==> src/rtl/preload_fifo_ctrl.sv <==
// Tile sequencer for the AXIS preload FIFO: gates beats in, pops rows to the MAC array,
// then clears the FIFO. Define PRELOAD_CTRL_PERF_EN to add starvation/backpressure counters.
module preload_fifo_ctrl #(
  parameter int AXIS_PRELOAD_FIFO_DEPTH = 4,
  parameter int ROW_W                   = 16,
  parameter int CH_W                    = 12
) (
  input  logic             clk,
  input  logic             rst_n,
  input  logic             start,
  input  logic             abort,
  input  logic [CH_W-1:0]  input_channel_size,
  input  logic [ROW_W-1:0] row_total,
  input  logic             s_axis_tvalid,
  input  logic             s_axis_tlast,
  output logic             s_axis_tready,
  output logic             load_axis_preload,
  input  logic             fifo_full,
  input  logic             fifo_empty,
  output logic             fifo_read,
  input  logic             mac_ready,
  output logic             axis_clear,
  output logic             busy,
  output logic             done,
  output logic             err_tlast
`ifdef PRELOAD_CTRL_PERF_EN
  ,
  output logic [31:0]      starve_cycles,
  output logic [31:0]      backpressure_cycles
`endif
);

  typedef enum logic [2:0] {S_IDLE, S_LOAD, S_DRAIN, S_CLEAR, S_DONE} state_t;

  state_t           state, state_nxt;
  logic [ROW_W-1:0] row_total_q, rows_written, rows_read, rows_read_nxt;
  logic [CH_W-1:0]  wpr_q, word_cnt;
  logic             start_ok, in_load, in_pop, row_end, tile_end, rows_left;

  assign start_ok      = (state == S_IDLE) & start;
  assign in_load       = (state == S_LOAD);
  assign in_pop        = in_load | (state == S_DRAIN);
  assign rows_left     = (rows_read < row_total_q);
  assign fifo_read     = in_pop & ~fifo_empty & mac_ready & rows_left;
  // A pop in the same cycle frees the slot, so a full FIFO can still take a beat.
  assign s_axis_tready = in_load & (~fifo_full | fifo_read);
  assign load_axis_preload = s_axis_tvalid & s_axis_tready;

  assign row_end       = (word_cnt == wpr_q - CH_W'(1));
  assign tile_end      = row_end & (rows_written == row_total_q - ROW_W'(1));
  assign rows_read_nxt = rows_read + ROW_W'(fifo_read);

  assign busy       = (state != S_IDLE);
  assign axis_clear = (state == S_CLEAR);
  assign done       = (state == S_DONE);

  always_ff @(posedge clk or negedge rst_n) begin
    if (!rst_n) state <= S_IDLE;
    else        state <= state_nxt;
  end

  always_comb begin
    state_nxt = state;
    case (state)
      S_IDLE:  if (start) state_nxt = (row_total == '0) ? S_CLEAR : S_LOAD;
      S_LOAD:  if (load_axis_preload & tile_end) state_nxt = S_DRAIN;
      S_DRAIN: if (rows_read_nxt == row_total_q) state_nxt = S_CLEAR;
      S_CLEAR: state_nxt = S_DONE;
      S_DONE:  state_nxt = S_IDLE;
      default: state_nxt = S_IDLE;
    endcase
    if (abort && (state != S_IDLE)) state_nxt = S_CLEAR;
  end

  always_ff @(posedge clk or negedge rst_n) begin
    if (!rst_n) begin
      row_total_q  <= '0;
      wpr_q        <= '0;
      word_cnt     <= '0;
      rows_written <= '0;
      rows_read    <= '0;
      err_tlast    <= 1'b0;
    end else if (start_ok) begin
      row_total_q  <= row_total;
      // One 32-bit beat carries 6 channels; the FIFO commits a row on this count.
      wpr_q        <= input_channel_size / CH_W'(6) + CH_W'(1);
      word_cnt     <= '0;
      rows_written <= '0;
      rows_read    <= '0;
      err_tlast    <= 1'b0;
    end else begin
      if (load_axis_preload) begin
        word_cnt <= row_end ? '0 : word_cnt + CH_W'(1);
        if (row_end) rows_written <= rows_written + ROW_W'(1);
        if (s_axis_tlast != tile_end) err_tlast <= 1'b1;
      end
      rows_read <= rows_read_nxt;
    end
  end

`ifdef PRELOAD_CTRL_PERF_EN
  logic starve_hit, bp_hit;
  assign starve_hit = busy & mac_ready & fifo_empty & rows_left;
  assign bp_hit     = s_axis_tvalid & ~s_axis_tready & in_load;

  always_ff @(posedge clk or negedge rst_n) begin
    if (!rst_n) begin
      starve_cycles       <= '0;
      backpressure_cycles <= '0;
    end else if (start_ok) begin
      starve_cycles       <= '0;
      backpressure_cycles <= '0;
    end else begin
      if (starve_hit && (starve_cycles != '1)) starve_cycles <= starve_cycles + 32'd1;
      if (bp_hit && (backpressure_cycles != '1)) backpressure_cycles <= backpressure_cycles + 32'd1;
    end
  end
`endif

endmodule

==> config.mk <==
export PLATFORM = sky130hd
export DESIGN_NAME = preload_fifo_ctrl
export DESIGN_NICKNAME = d
export VERILOG_FILES = /design/src/rtl/preload_fifo_ctrl.sv
export SDC_FILE = /design/constraint.sdc
export NUM_CORES = 1
export LEC_CHECK = 0
export CORE_ASPECT_RATIO = 1.2
export CORE_MARGIN = 8
export CORE_UTILIZATION = 59
export DETAILED_ROUTE_END_ITERATION = 8
export DONT_BUFFER_PORTS = 1
export GPL_TIMING_DRIVEN = 0
export PLACE_DENSITY_LB_ADDON = 0.05
export SLEW_MARGIN = 5
export SYNTH_ARGS = -nofsm -noshare
export SYNTH_HDL_FRONTEND = slang
export SYNTH_SLANG_ARGS = --single-unit
export TNS_END_PERCENT = 20
==> constraint.sdc <==
create_clock -name clk -period 3.9 [get_ports clk]
set_input_delay 0 -clock clk [delete_from_list [all_inputs] [get_ports clk]]
set_output_delay 0 -clock clk [all_outputs]
set_load 0.02 [all_outputs]
# Word level (Yosys, flattened, before mapping)
# Cells that the tools add are included.
[totals]
input_bits = 37
ff_bits = 76
[classes]
eq_ne = 11
n_addsub = 6
div = 1
n_reduce_logical = 10
n_bitwise = 12
magnitude_cmp = 1
n_mux = 16
[ops]
columns = ["op", "count"]
rows = [
  ["$mux W16", 4],
  ["$mux W12", 3],
  ["$eq A16 B16 Y1", 2],
  ["$add A12 B1 Y12 const B", 2],
  ["$add A16 B1 Y16", 1],
  ["$add A16 B1 Y16 const B", 1],
  ["$logic_not A16 Y1", 1],
  ["$lt A16 B16 Y1", 1],
  ["$sub A16 B1 Y16 const B", 1],
  ["$div A12 B3 Y12 const B", 1],
  ["$eq A12 B12 Y1", 1],
  ["$mux W3", 4],
  ["$pmux W3 S4", 1],
  ["$sub A12 B1 Y12 const B", 1],
  ["$and A1 B1 Y1", 8],
  ["$eq A3 B2 Y1 const B", 2],
  ["$ne A3 B1 Y1 const B", 2],
  ["$reduce_bool A2 Y1", 3],
  ["$reduce_and A2 Y1", 2],
  ["$eq A3 B1 Y1 const B", 1],
  ["$eq A3 B3 Y1 const B", 1],
  ["$logic_not A3 Y1", 1],
  ["$mux W1", 3],
  ["$ne A3 B2 Y1 const B", 1],
  ["other kinds (7)", 9],
]

# Longest topological paths before layout
# Gate-level depths: netlist of run 1.
[logic_depth]
ltp_word = 12
ltp_mapped = 21
depth_no_buf = 20

# Worst setup path before layout of run 1
# No wires, ideal clock.
[synth_path]
path_type = "register to register"
start = "reg row_total_q[9]"
end = "reg state[0]"
stages_incl_launch_ff = 20
synth_period_minus_slack_ns = 4.469
arrival_ns = 4.347
path_slack_ns = -0.569
setup_time_ns = 0.122
n_path_buf = 0
cell_sequence = "dfrtp_1 > inv_1 > ha_1 > a21o_1 > a21o_1 > a21o_1 > a211oi_1 > o21a_1 > nor2_1 > nor4_1 > ha_1 > ha_1 > nand2_1 > or3_1 > xor2_1 > xnor2_1 > nor3_1 > a41o_1 > a21oi_1 > o2bb2ai_1"
[synth_between]
elab_chain_cells = 8
word_cells_on_any_way = 14
classes_between = "2 x add/sub; 1 x order compare; 4 x eq/ne; 6 x bitwise; 1 x reduce/logical"
[synth_lines]
columns = ["element", "line_no", "source"]
rows = [
  ["start: declaration", "36", "logic [ROW_W-1:0] row_total_q, rows_written, rows_read, rows_read_nxt;"],
  ["start signal: assignment", "84", "row_total_q <= row_total;"],
  ["$lt A16 B16 Y1 *", "43", "assign rows_left = (rows_read < row_total_q);"],
  ["$and A1 B1 Y1 *", "44", "assign fifo_read = in_pop & ~fifo_empty & mac_ready & rows_left;"],
  ["named net fifo_read", "20", "output logic fifo_read,"],
  ["parallel branches: the longest is 5 deep, another holds $add A16 B1 Y16", "--", ""],
  ["$reduce_and A3 Y1 (no line) *", "--", ""],
  ["end signal: assignment", "59", "else state <= state_nxt;"],
  ["end: declaration", "35", "state_t state, state_nxt;"],
]
# Mark *: on every way through the listed nets, which the timed path passes.
# A chain may end at the register's enable or synchronous reset.

# Worst setup path after layout of run 1
# Ends and elaborated chain as after synthesis.

==> flow_summary_export.csv, run 1 <==
group,metric,value,unit
timing,hold_slack,0.0149,ns
synth,ys_warn_count,0,
clock_tree,cts-buffers-inserted,9,
floorplan,floorplan.core_area,9960,um^2
synth,syn_inst,725,
timing,maxClockFrequency,0.224,GHz
setup_path,max_stage_delay,0.49,ns
global_route,grt_antenna_before_repair,0,
timing,unrepaired_setup_endpoints_after_global_routing,"true",
timing,timing.setup.tns,-0.567,ns
timing,final.setup_skew,0.00975,ns
synth,post_synth_instance_area,6020,um^2
setup_path,cpMostUsedCell,"sky130_fd_sc_hd__a21o_1",
placement,post_dp_cell_area,6210,um^2
route,route.detailed.wl_per_inst,19.5,um
global_route,groute.usage.overall,0.259,
route,detail_route.vias_per_cell,6.38,
global_route,grt_overflow,0,
min_path,min-delay-start,"input_channel_size[1]",
route,drtAntennaViolNets,0,
clock_tree,cts_tree,"done",
placement,finalWeightedCongestion,0.910,
setup_path,timing_worst_setup_path_type,"register to register",
synth,synth_enable_flop_cells,0,
global_route,largest_net_degree_at_the_start_of_global_routing,76,
synth,synthTopCellsByArea,"sky130_fd_sc_hd__dfrtp_1 (31%), sky130_fd_sc_hd__xnor2_1 (6.1%), sky130_fd_sc_hd__nand2_1 (5.4%)",
flow_run,cap_violations,0,
floorplan,dieWidth,108,um
clock_tree,path_clk_slew,0.06,ns
clock_tree,clock_tree.root_cell,"sky130_fd_sc_hd__clkbuf_16",
synth,synth.top_cell.area_share,0.312,
synth,synth_seq_area_share,0.312,
setup_path,cp.required,4.17,ns
route,routed_wl,17.7,mm
clock_tree,cts_buffer_depth,2,
placement,io_buffers,0,
clock_tree,worst_skew_pair.late_latency,0.34,ns
route,detailroute.via_count,5812,
placement,preCtsSetupSlack,-1.03,ns
setup_path,ff2ff_setup_slack,-0.57,ns
synth,syn-num-nets,784,
setup_path,cp-start-kind,"register",
setup_path,timing.critical_path.fanout_max,3,
floorplan,number_of_rows_in_the_core_area,40,
clock_tree,clock_sinks,75,
placement,dpl.hpwl,12.3,mm
placement,dp_cells,851,
run_status,status,"complete, but fails checks",
timing,max_slew_margin,0.512,
pwr,irDropWorstVdd,280,uV
layout,filler_cell_count,750,
synth,synth.avg_cell_area,8.31,um^2
route,drt_iter0_markers,375,
setup_path,worst_path_max_delay_cell,"sky130_fd_sc_hd__nor4_4",
timing,period_minus_slack,4.47,ns
global_route,first_global_vias,5890,
synth,synth_async_sr_flop_share,1.00,
route,drc_viols,0,
run_status,failed_checks,"negative setup slack",
route,detail_route.first_pass.iterations,5,
pwr,leakage,2.99,nW
global_route,global_route_wire_length_before_repair,28.6,mm
timing,timing.final.hold_violations,0,
layout,instances_no_fill,911,
floorplan,die_area,13700,um^2
setup_path,worstRegToRegCells,20,
layout,seqCellArea,1890,um^2
setup_path,critical_path.reg2reg.startpoint,"row_total_q[9]$_DFFE_PN0P_",
layout,nNetsFinal,839,
setup_path,end_point_of_the_critical_path,"state[0]$_DFFE_PN0P_",
layout,core_utilization_of_the_finished_layout,0.712,
pwr,power-per-cell-area,562,nW/um^2
setup_path,timing.critical_path.to_type,"register",
layout,fin_area,7100,um^2
synth,count_of_state_elements_after_synthesis,75,
setup_path,crit_path_cell_trace,"inv_2 -> ha_4 -> a21o_1 -> a21o_1 -> a21o_1 -> a211oi_2 -> o21a_1 -> nor2_2 -> nor4_4 -> ha_2 -> ha_4 -> nand3_4 -> xor2_2 -> xnor2_1 -> nor4_2 -> nand4_1 -> nor4_4 -> a41o_1 -> a21oi_2 -> o2bb2ai_1",
floorplan,initial_core_util,0.605,
timing,worst-slew-pin-transition,0.731,ns
timing,setup_violations,1,
setup_path,crit_start,"row_total_q[9]$_DFFE_PN0P_",
layout,fraction_of_final_layout_cells_sized_beyond_drive_strength_1,0.139,
setup_path,reg2reg_to,"state[0]$_DFFE_PN0P_",
synth,netlist.top_cell.by_area,"sky130_fd_sc_hd__dfrtp_1",
timing,worst_slack,-0.567,ns
layout,syn2layout_area_growth,17.8,%
pwr,total_power,3.99,mW
clock_tree,htree_levels,3,
floorplan,pin_count,44,
setup_path,worst-endpoint-arrival,4.74,ns
synth,netlist-cell-type-count,79,
synth,postSynth.topFlopCell,"sky130_fd_sc_hd__dfrtp_1",
layout,insertedDiodeCount,0,
min_path,hp-class,"primary input to register",
timing,timing.final.max_slew_violations,0,
floorplan,die_height,127,um
timing,final.period_utilization,1.15,
layout,multi_input_comb_area,3990,um^2
-- report_power, final --
| part | internal [mW] | total (mW) | switching, mW |
|---|---|---|---|
| Combinational | 0.780 | 1.87 | 1.09 |
| Clock | 0.578 | 0.923 | 0.346 |
| Sequential | 0.962 | 1.19 | 0.230 |
-- flip-flops by register name, summed over array words and instances, names as in the netlist --
register      flops
err_tlast         1
rows_written     16
row_total_q      16
wpr_q            11
rows_read        16
state             3
word_cnt         12
-- synthesized netlist by cell type, types with 4 or more instances --
cell type	count
sky130_fd_sc_hd__a211oi_1	5
sky130_fd_sc_hd__a21o_1	10
sky130_fd_sc_hd__a21oi_1	28
sky130_fd_sc_hd__a31oi_1	6
sky130_fd_sc_hd__and2_1	14
sky130_fd_sc_hd__and3_1	18
sky130_fd_sc_hd__and4_1	8
sky130_fd_sc_hd__buf_6	4
sky130_fd_sc_hd__clkbuf_1	28
sky130_fd_sc_hd__dfrtp_1	75
sky130_fd_sc_hd__ha_1	22
sky130_fd_sc_hd__inv_1	30
sky130_fd_sc_hd__mux2i_1	13
sky130_fd_sc_hd__nand2_1	87
sky130_fd_sc_hd__nand2b_1	11
sky130_fd_sc_hd__nand3_1	23
sky130_fd_sc_hd__nand4_1	11
sky130_fd_sc_hd__nor2_1	51
sky130_fd_sc_hd__nor2b_1	4
sky130_fd_sc_hd__nor3_1	26
sky130_fd_sc_hd__nor3b_1	10
sky130_fd_sc_hd__nor4_1	12
sky130_fd_sc_hd__o211ai_1	12
sky130_fd_sc_hd__o21ai_0	45
sky130_fd_sc_hd__o22ai_1	5
sky130_fd_sc_hd__o31a_1	4
sky130_fd_sc_hd__o31ai_1	7
sky130_fd_sc_hd__or2_2	4
sky130_fd_sc_hd__or3_1	7
sky130_fd_sc_hd__or3b_2	4
sky130_fd_sc_hd__or4_1	11
sky130_fd_sc_hd__xnor2_1	42
sky130_fd_sc_hd__xor2_1	22
-- layer usage --
layer | global-route usage | wire, um
met1 | 0.280 | 6860
met2 | 0.455 | 9130
met4 | 0.150 | 860
met5 | 0 | 0
met3 | 0.0471 | 897
-- cells in the final DEF (no fill, tap or decap), types with 24 or more instances in the layout --
cell	count
sky130_fd_sc_hd__clkbuf_1	24
sky130_fd_sc_hd__dfrtp_1	67
sky130_fd_sc_hd__xnor2_1	41
sky130_fd_sc_hd__o21ai_0	45
sky130_fd_sc_hd__buf_4	27
sky130_fd_sc_hd__nor3_1	26
sky130_fd_sc_hd__nand2_1	87
sky130_fd_sc_hd__a21oi_1	25
sky130_fd_sc_hd__inv_1	26
sky130_fd_sc_hd__nor2_1	50
-- worst max-delay path: cells and delay by family, from the launching register on --
kind            cells  cell delay (ns)
simple gates        6             1.42
compound gates      8             1.39
xor+xnor            2             0.33
fa+ha+maj           3             0.74
buf+inv             1             0.09
flops               1             0.43
-- logic make-up (layout without fill, tap and decap cells) --
kind of cell | count (synthesis) | after routing | share of synthesized area
simple gates | 311 | 311 | 0.274
buf+inv | 71 | 131 | 0.0511
fa+ha+maj | 23 | 23 | 0.0474
flops | 75 | 75 | 0.312
mux | 17 | 17 | 0.0334
xor+xnor | 64 | 64 | 0.0930
compound gates | 164 | 164 | 0.189
-- area by class of cell --
cell class	count	share of cell area
plain buffers	35	0.0245
multi-input cells	579	0.562
clock inverters	6	0.0125
repair buffers	47	0.0614
clock buffers	10	0.0337
flip-flops and latches	75	0.266
well taps	126	0.0222
inverters	33	0.0175
-- timing repair --
| item | CTS | global route |
|---|---|---|
| hold endpoints to repair | 95 | 0 |
| buffers inserted | 21 | 5 |
| resized for setup | 26 | 7 |
| setup endpoints to repair | 5 | 9 |
| hold buffers | 21 | 0 |
| pin swaps | 22 | 12 |
-- worst min-delay path by stage --
stage                              to  slack (ns)  cells past startpoint
2_1_floorplan   err_tlast$_DFFE_PN0P_       -0.30                      0
3_3_place_gp   rows_read[2]$_DFF_PN0_       -0.29                      0
3_5_place_dp   rows_read[2]$_DFF_PN0_       -0.29                      0
4_1_cts          state[1]$_DFFE_PN0P_       0.009                      3
5_1_grt          state[1]$_DFFE_PN0P_        0.03                      3
6_report         wpr_q[0]$_DFFE_PN0P_        0.01                      3
No activity file was read; power rests on OpenSTA's default activity.
==> inputs of run 2 (changes only) <==
--- a/config.mk
+++ b/config.mk
@@ -12,6 +12,7 @@
 export DONT_BUFFER_PORTS = 1
 export GPL_TIMING_DRIVEN = 0
 export PLACE_DENSITY_LB_ADDON = 0.05
+export SKIP_LAST_GASP = 1
 export SLEW_MARGIN = 5
 export SYNTH_ARGS = -nofsm -noshare
 export SYNTH_HDL_FRONTEND = slang
==> run 2 against run 1 <==
The run still ends with negative setup slack left. Clock-buffer cell count unchanged. Cell count unchanged. Worst setup slack improved by 0.00053 ns. Maximum frequency about the same. Critical path type unchanged. Critical endpoint unchanged. Largest power group unchanged. Highest routed layer unchanged.
==> flow_summary_export.csv, run 2 (synthesis results as in run 1) <==
group,metric,value,unit
route,routed_wl,17.8,mm
run_status,failed_checks,"negative setup slack",
layout,instances_no_fill,911,
global_route,global_route_wire_length_before_repair,28.6,mm
setup_path,max_stage_delay,0.49,ns
global_route,largest_net_degree_at_the_start_of_global_routing,76,
timing,period_minus_slack,4.47,ns
clock_tree,clock_sinks,75,
global_route,grtUsageMet3,0.0471,
layout,syn2layout_area_growth,17.8,%
layout,insertedDiodeCount,0,
layout,fraction_of_final_layout_cells_sized_beyond_drive_strength_1,0.138,
floorplan,dieWidth,108,um
timing,timing.final.max_slew_violations,0,
setup_path,crit_path_cell_trace,"inv_2 -> ha_4 -> a21o_1 -> a21o_1 -> a21o_1 -> a211oi_2 -> o21a_1 -> nor2_2 -> nor4_4 -> ha_2 -> ha_4 -> nand3_4 -> xor2_2 -> xnor2_1 -> nor4_2 -> nand4_1 -> nor4_4 -> a41o_1 -> a21oi_2 -> o2bb2ai_1",
setup_path,timing.critical_path.to_type,"register",
setup_path,worst_path_max_delay_cell,"sky130_fd_sc_hd__nor4_4",
layout,reg_top3,"row_total_q x16, rows_read x16, rows_written x16",
timing,setup_violations,1,
placement,preCtsSetupSlack,-1.03,ns
route,drc_viols,0,
timing,worst-slew-pin-transition,0.731,ns
route,detailroute.via_count,5796,
setup_path,cpMostUsedCell,"sky130_fd_sc_hd__a21o_1",
route,detail_route.vias_per_cell,6.36,
setup_path,cp-start-kind,"register",
placement,post_dp_cell_area,6210,um^2
layout,fin_area,7090,um^2
run_status,status,"complete, but fails checks",
pwr,irDropWorstVdd,281,uV
placement,dpl.hpwl,12.3,mm
global_route,global_route.usage.met2,0.455,
clock_tree,clock_tree.root_cell,"sky130_fd_sc_hd__clkbuf_16",
floorplan,initial_core_util,0.605,
route,route.detailed.wl_per_inst,19.5,um
timing,timing.final.hold_violations,0,
floorplan,die_area,13700,um^2
placement,finalWeightedCongestion,0.910,
setup_path,timing.critical_path.fanout_max,3,
setup_path,cp.required,4.17,ns
floorplan,number_of_rows_in_the_core_area,40,
layout,nNetsFinal,839,
setup_path,critical_path.reg2reg.startpoint,"row_total_q[9]$_DFFE_PN0P_",
timing,hold_slack,0.0144,ns
pwr,power-per-cell-area,562,nW/um^2
placement,io_buffers,0,
timing,final.period_utilization,1.15,
timing,max_slew_margin,0.511,
layout,leading_cell_type_in_the_layout_fill_and_taps_excluded,"sky130_fd_sc_hd__nand2_1",
timing,worst_slack,-0.566,ns
global_route,grt_antenna_before_repair,0,
timing,unrepaired_setup_endpoints_after_global_routing,"true",
timing,final.setup_skew,0.0101,ns
layout,filler_cell_count,751,
route,drt_iter0_markers,371,
global_route,grt_overflow,0,
setup_path,end_point_of_the_critical_path,"state[0]$_DFFE_PN0P_",
pwr,leakage,2.98,nW
setup_path,worst-endpoint-arrival,4.74,ns
setup_path,ff2ff_setup_slack,-0.57,ns
layout,core_utilization_of_the_finished_layout,0.712,
global_route,groute.layer.met1.usage,0.280,
clock_tree,cts_buffer_depth,2,
global_route,first_global_vias,5890,
global_route,grt_most_used_layer,"met2",
clock_tree,cts_tree,"done",
layout,layout_common_cells,"sky130_fd_sc_hd__nand2_1 (87), sky130_fd_sc_hd__dfrtp_1 (67), sky130_fd_sc_hd__nor2_1 (50), sky130_fd_sc_hd__o21ai_0 (45), sky130_fd_sc_hd__xnor2_1 (41)",
floorplan,pin_count,44,
floorplan,die_height,127,um
setup_path,worstRegToRegCells,20,
floorplan,floorplan.core_area,9960,um^2
clock_tree,cts-buffers-inserted,9,
setup_path,reg2reg_to,"state[0]$_DFFE_PN0P_",
setup_path,crit_start,"row_total_q[9]$_DFFE_PN0P_",
route,detail_route.first_pass.iterations,6,
setup_path,timing_worst_setup_path_type,"register to register",
timing,timing.setup.tns,-0.566,ns
timing,maxClockFrequency,0.224,GHz
route,drtAntennaViolNets,0,
pwr,total_power,3.99,mW
placement,dp_cells,851,
clock_tree,worst_skew_pair.late_latency,0.34,ns
clock_tree,htree_levels,3,
global_route,groute.usage.overall,0.259,
flow_run,cap_violations,0,
min_path,hp-class,"primary input to register",
clock_tree,path_clk_slew,0.06,ns
-- run 2: worst min-delay path by stage --
stage	endpoint	cells past startpoint	slack, ns	from
detailed placement	rows_read[2]$_DFF_PN0_	0	-0.29	rst_n
global route	state[1]$_DFFE_PN0P_	3	0.03	row_total[15]
CTS	state[1]$_DFFE_PN0P_	3	0.009	row_total[15]
finish	wpr_q[0]$_DFFE_PN0P_	3	0.01	input_channel_size[1]
floorplan	err_tlast$_DFFE_PN0P_	0	-0.30	rst_n
global placement	rows_read[2]$_DFF_PN0_	0	-0.29	rst_n
-- run 2: area by class of cell --
type	instances	area (um^2)	area share
well taps	126	158	0.0222
flip-flops and latches	75	1890	0.266
inverters	33	124	0.0175
repair buffers	47	435	0.0614
clock inverters	6	88.8	0.0125
plain buffers	35	173	0.0243
multi-input cells	579	3990	0.562
clock buffers	10	239	0.0337
-- run 2: what timing repair did --
item                                    in CTS  in global routing
resized for setup                           26                  5
pin swaps                                   22                 12
gates cloned                                 0                  0
hold buffers                                21                  0
hold endpoints to repair                    95                  0
endpoints found under the setup margin       5                  9
buffers inserted                            21                  5
-- run 2: power breakdown --
part           total (mW)  switching, mW  internal, mW
Sequential           1.19          0.231         0.962
Clock               0.924          0.347         0.578
Combinational        1.87           1.09         0.780
Total                3.99           1.67          2.32
-- run 2: critical path: cells and delay by family, from the launching register on --
family,cells,cell delay [ns]
AO/OA/AOI/OAI,8,1.40
flip-flops,1,0.43
adder cells (fa/ha/maj),3,0.74
AND/OR/NAND/NOR,6,1.42
XOR/XNOR,2,0.33
buffers and inverters,1,0.09
-- run 2: routing by layer --
metal	vias up	wire, um
met5	-	0
met4	0	878
met3	66	934
met2	192	9150
met1	2799	6790
li1	2739	-
==> inputs of run 3 (changes only) <==
--- a/config.mk
+++ b/config.mk
@@ -11,10 +11,10 @@
 export DETAILED_ROUTE_END_ITERATION = 8
 export DONT_BUFFER_PORTS = 1
 export GPL_TIMING_DRIVEN = 0
-export PLACE_DENSITY_LB_ADDON = 0.05
+export PLACE_DENSITY_LB_ADDON = 0.3
 export SKIP_LAST_GASP = 1
 export SLEW_MARGIN = 5
 export SYNTH_ARGS = -nofsm -noshare
 export SYNTH_HDL_FRONTEND = slang
 export SYNTH_SLANG_ARGS = --single-unit
-export TNS_END_PERCENT = 20
+export TNS_END_PERCENT = 50
==> run 3 against run 2 <==
The flow still finishes with violations (negative setup slack). Combinational power grew 3%. Non-clock buffer count shrank 3. Register-to-register slack better by 0.04 ns. Maximum frequency up 0.98%. Clock-buffer cell count increased by 2. Worst setup slack improved by 0.043 ns. Critical path depth stayed put. Flip-flop and latch count stayed put. Utilization is 0.40 points lower. Die area unchanged. Hold slack better by 0.021 ns. Largest power group unchanged. Clock power decreased by 5.5%.
==> flow_summary_export.csv, run 3 (synthesis results as in run 1) <==
group,metric,value,unit
layout,layout_common_cells,"sky130_fd_sc_hd__nand2_1 (87), sky130_fd_sc_hd__dfrtp_1 (70), sky130_fd_sc_hd__nor2_1 (50), sky130_fd_sc_hd__o21ai_0 (45), sky130_fd_sc_hd__xnor2_1 (39)",
pwr,irDropWorstVdd,232,uV
pwr,leakage,2.98,nW
setup_path,worst_path_max_delay_cell,"sky130_fd_sc_hd__nor4_4",
timing,timing.final.max_slew_violations,0,
pwr,total_power,3.97,mW
layout,multi_input_comb_area,4000,um^2
layout,seqCellArea,1880,um^2
route,routed_wl,17.7,mm
timing,timing.final.hold_violations,0,
global_route,largest_net_degree_at_the_start_of_global_routing,76,
layout,reg_top3,"row_total_q x16, rows_read x16, rows_written x16",
placement,finalWeightedCongestion,0.901,
timing,setup_violations,1,
floorplan,floorplan.core_area,9960,um^2
clock_tree,clock_tree.root_cell,"sky130_fd_sc_hd__clkbuf_16",
route,detailroute.via_count,5928,
clock_tree,clock_sinks,75,
timing,worst-slew-pin-transition,0.751,ns
timing,unrepaired_setup_endpoints_after_global_routing,"true",
global_route,global_route_wire_length_before_repair,28.3,mm
route,detail_route.first_pass.iterations,5,
route,drtAntennaViolNets,0,
setup_path,timing_worst_setup_path_type,"register to register",
clock_tree,path_clk_slew,0.06,ns
setup_path,worst-endpoint-arrival,4.69,ns
floorplan,pin_count,44,
timing,maxClockFrequency,0.226,GHz
layout,core_utilization_of_the_finished_layout,0.708,
setup_path,cp.required,4.17,ns
pwr,power-per-cell-area,563,nW/um^2
clock_tree,cts_tree,"done",
floorplan,die_area,13700,um^2
route,drt_iter0_markers,374,
floorplan,number_of_rows_in_the_core_area,40,
global_route,first_global_vias,5804,
layout,fin_area,7050,um^2
layout,filler_cell_count,725,
floorplan,die_height,127,um
clock_tree,htree_levels,3,
global_route,groute.usage.overall,0.256,
floorplan,initial_core_util,0.605,
timing,period_minus_slack,4.42,ns
route,drc_viols,0,
layout,syn2layout_area_growth,17.1,%
setup_path,cpMostUsedCell,"sky130_fd_sc_hd__a21o_1",
run_status,status,"complete, but fails checks",
timing,worst_slack,-0.523,ns
timing,hold_slack,0.0359,ns
setup_path,crit_path_cell_trace,"inv_2 -> ha_4 -> a21o_1 -> a21o_1 -> a21o_1 -> a211oi_2 -> o21a_1 -> nor2_2 -> nor4_4 -> ha_2 -> ha_4 -> buf_4 -> nand2_1 -> xor2_1 -> xnor2_1 -> nand4_1 -> nor4_2 -> a41o_1 -> a21oi_1 -> o2bb2ai_1",
clock_tree,worst_skew_pair.late_latency,0.34,ns
route,route.detailed.wl_per_inst,19.5,um
setup_path,timing.critical_path.fanout_max,3,
route,detail_route.vias_per_cell,6.52,
timing,final.setup_skew,0.00932,ns
placement,io_buffers,0,
global_route,grt_antenna_before_repair,1,
setup_path,max_stage_delay,0.44,ns
placement,post_dp_cell_area,6210,um^2
floorplan,dieWidth,108,um
setup_path,timing.critical_path.to_type,"register",
placement,preCtsSetupSlack,-1.04,ns
flow_run,cap_violations,0,
setup_path,ff2ff_setup_slack,-0.52,ns
layout,fraction_of_final_layout_cells_sized_beyond_drive_strength_1,0.134,
run_status,failed_checks,"negative setup slack",
timing,final.period_utilization,1.13,
timing,max_slew_margin,0.499,
setup_path,cp-start-kind,"register",
global_route,grt_overflow,0,
min_path,hp-class,"primary input to register",
layout,leading_cell_type_in_the_layout_fill_and_taps_excluded,"sky130_fd_sc_hd__nand2_1",
clock_tree,cts-buffers-inserted,9,
layout,nNetsFinal,836,
placement,dpl.hpwl,12.1,mm
clock_tree,cts_buffer_depth,2,
==> run 3: worst paths after layout <==
check / startpoint / to / cells after the start
max: row_total_q[9]$_DFFE_PN0P_ / state[0]$_DFFE_PN0P_ / 20
min: input_channel_size[1] / wpr_q[0]$_DFFE_PN0P_ / 3
max reg2reg: row_total_q[9]$_DFFE_PN0P_ / state[0]$_DFFE_PN0P_ / 20
min reg2reg: rows_written[15]$_DFFE_PN0P_ / rows_written[15]$_DFFE_PN0P_ / 1
max in group asynchronous: rst_n / row_total_q[12]$_DFFE_PN0P_ / 2
min in group asynchronous: rst_n / rows_read[3]$_DFF_PN0_ / 2
==> run 3: critical path: cells and delay by family (launching register included) <==
kind	cells	cell delay [ns]
adders and majority gates	3	0.71
xor gates and xnor gates	2	0.43
DFF	1	0.42
AOI/OAI and AO/OA	8	1.37
buffers and inverters	2	0.22
and+or+nand+nor	5	1.21
==> run 3: metrics by stage <==
step	TNS, ns	std cells
finish	-0.523	909
global route	-0.855	909
CTS	-0.479	905
detailed placement	-1.36	851
global placement	-0.992	851
floorplan	0	725
==> run 3: metal layers <==
layer,global-route usage,up-vias,part of all wire
li1,-,2747,-
met1,0.290,2878,0.39
met2,0.446,242,0.51
met3,0.0507,61,0.063
met4,0.122,0,0.041
met5,0,-,0
==> run 3: power by group <==
group / switching (mW) / internal [mW]
Sequential: 0.223 / 0.961
Clock: 0.328 / 0.546
Combinational: 1.11 / 0.804
Total: 1.66 / 2.31
==> run 3: final cells by class <==
class / count / area share
Timing Repair Buffer: 44 / 0.0573
Tap cell: 126 / 0.0223
Clock inverter: 4 / 0.00674
Sequential cell: 75 / 0.267
Multi-Input combinational cell: 579 / 0.567
Clock buffer: 12 / 0.0378
Inverter: 33 / 0.0176
Antenna cell: 1 / 0.000355
Buffer: 35 / 0.0245
==> run 3: what timing repair did <==
item	4_1_cts	5_1_grt
gates resized for setup	23	8
hold buffers	21	0
buffers inserted	20	3
pin swaps	24	10
endpoints found under the hold margin	95	0
setup endpoints to repair	5	5
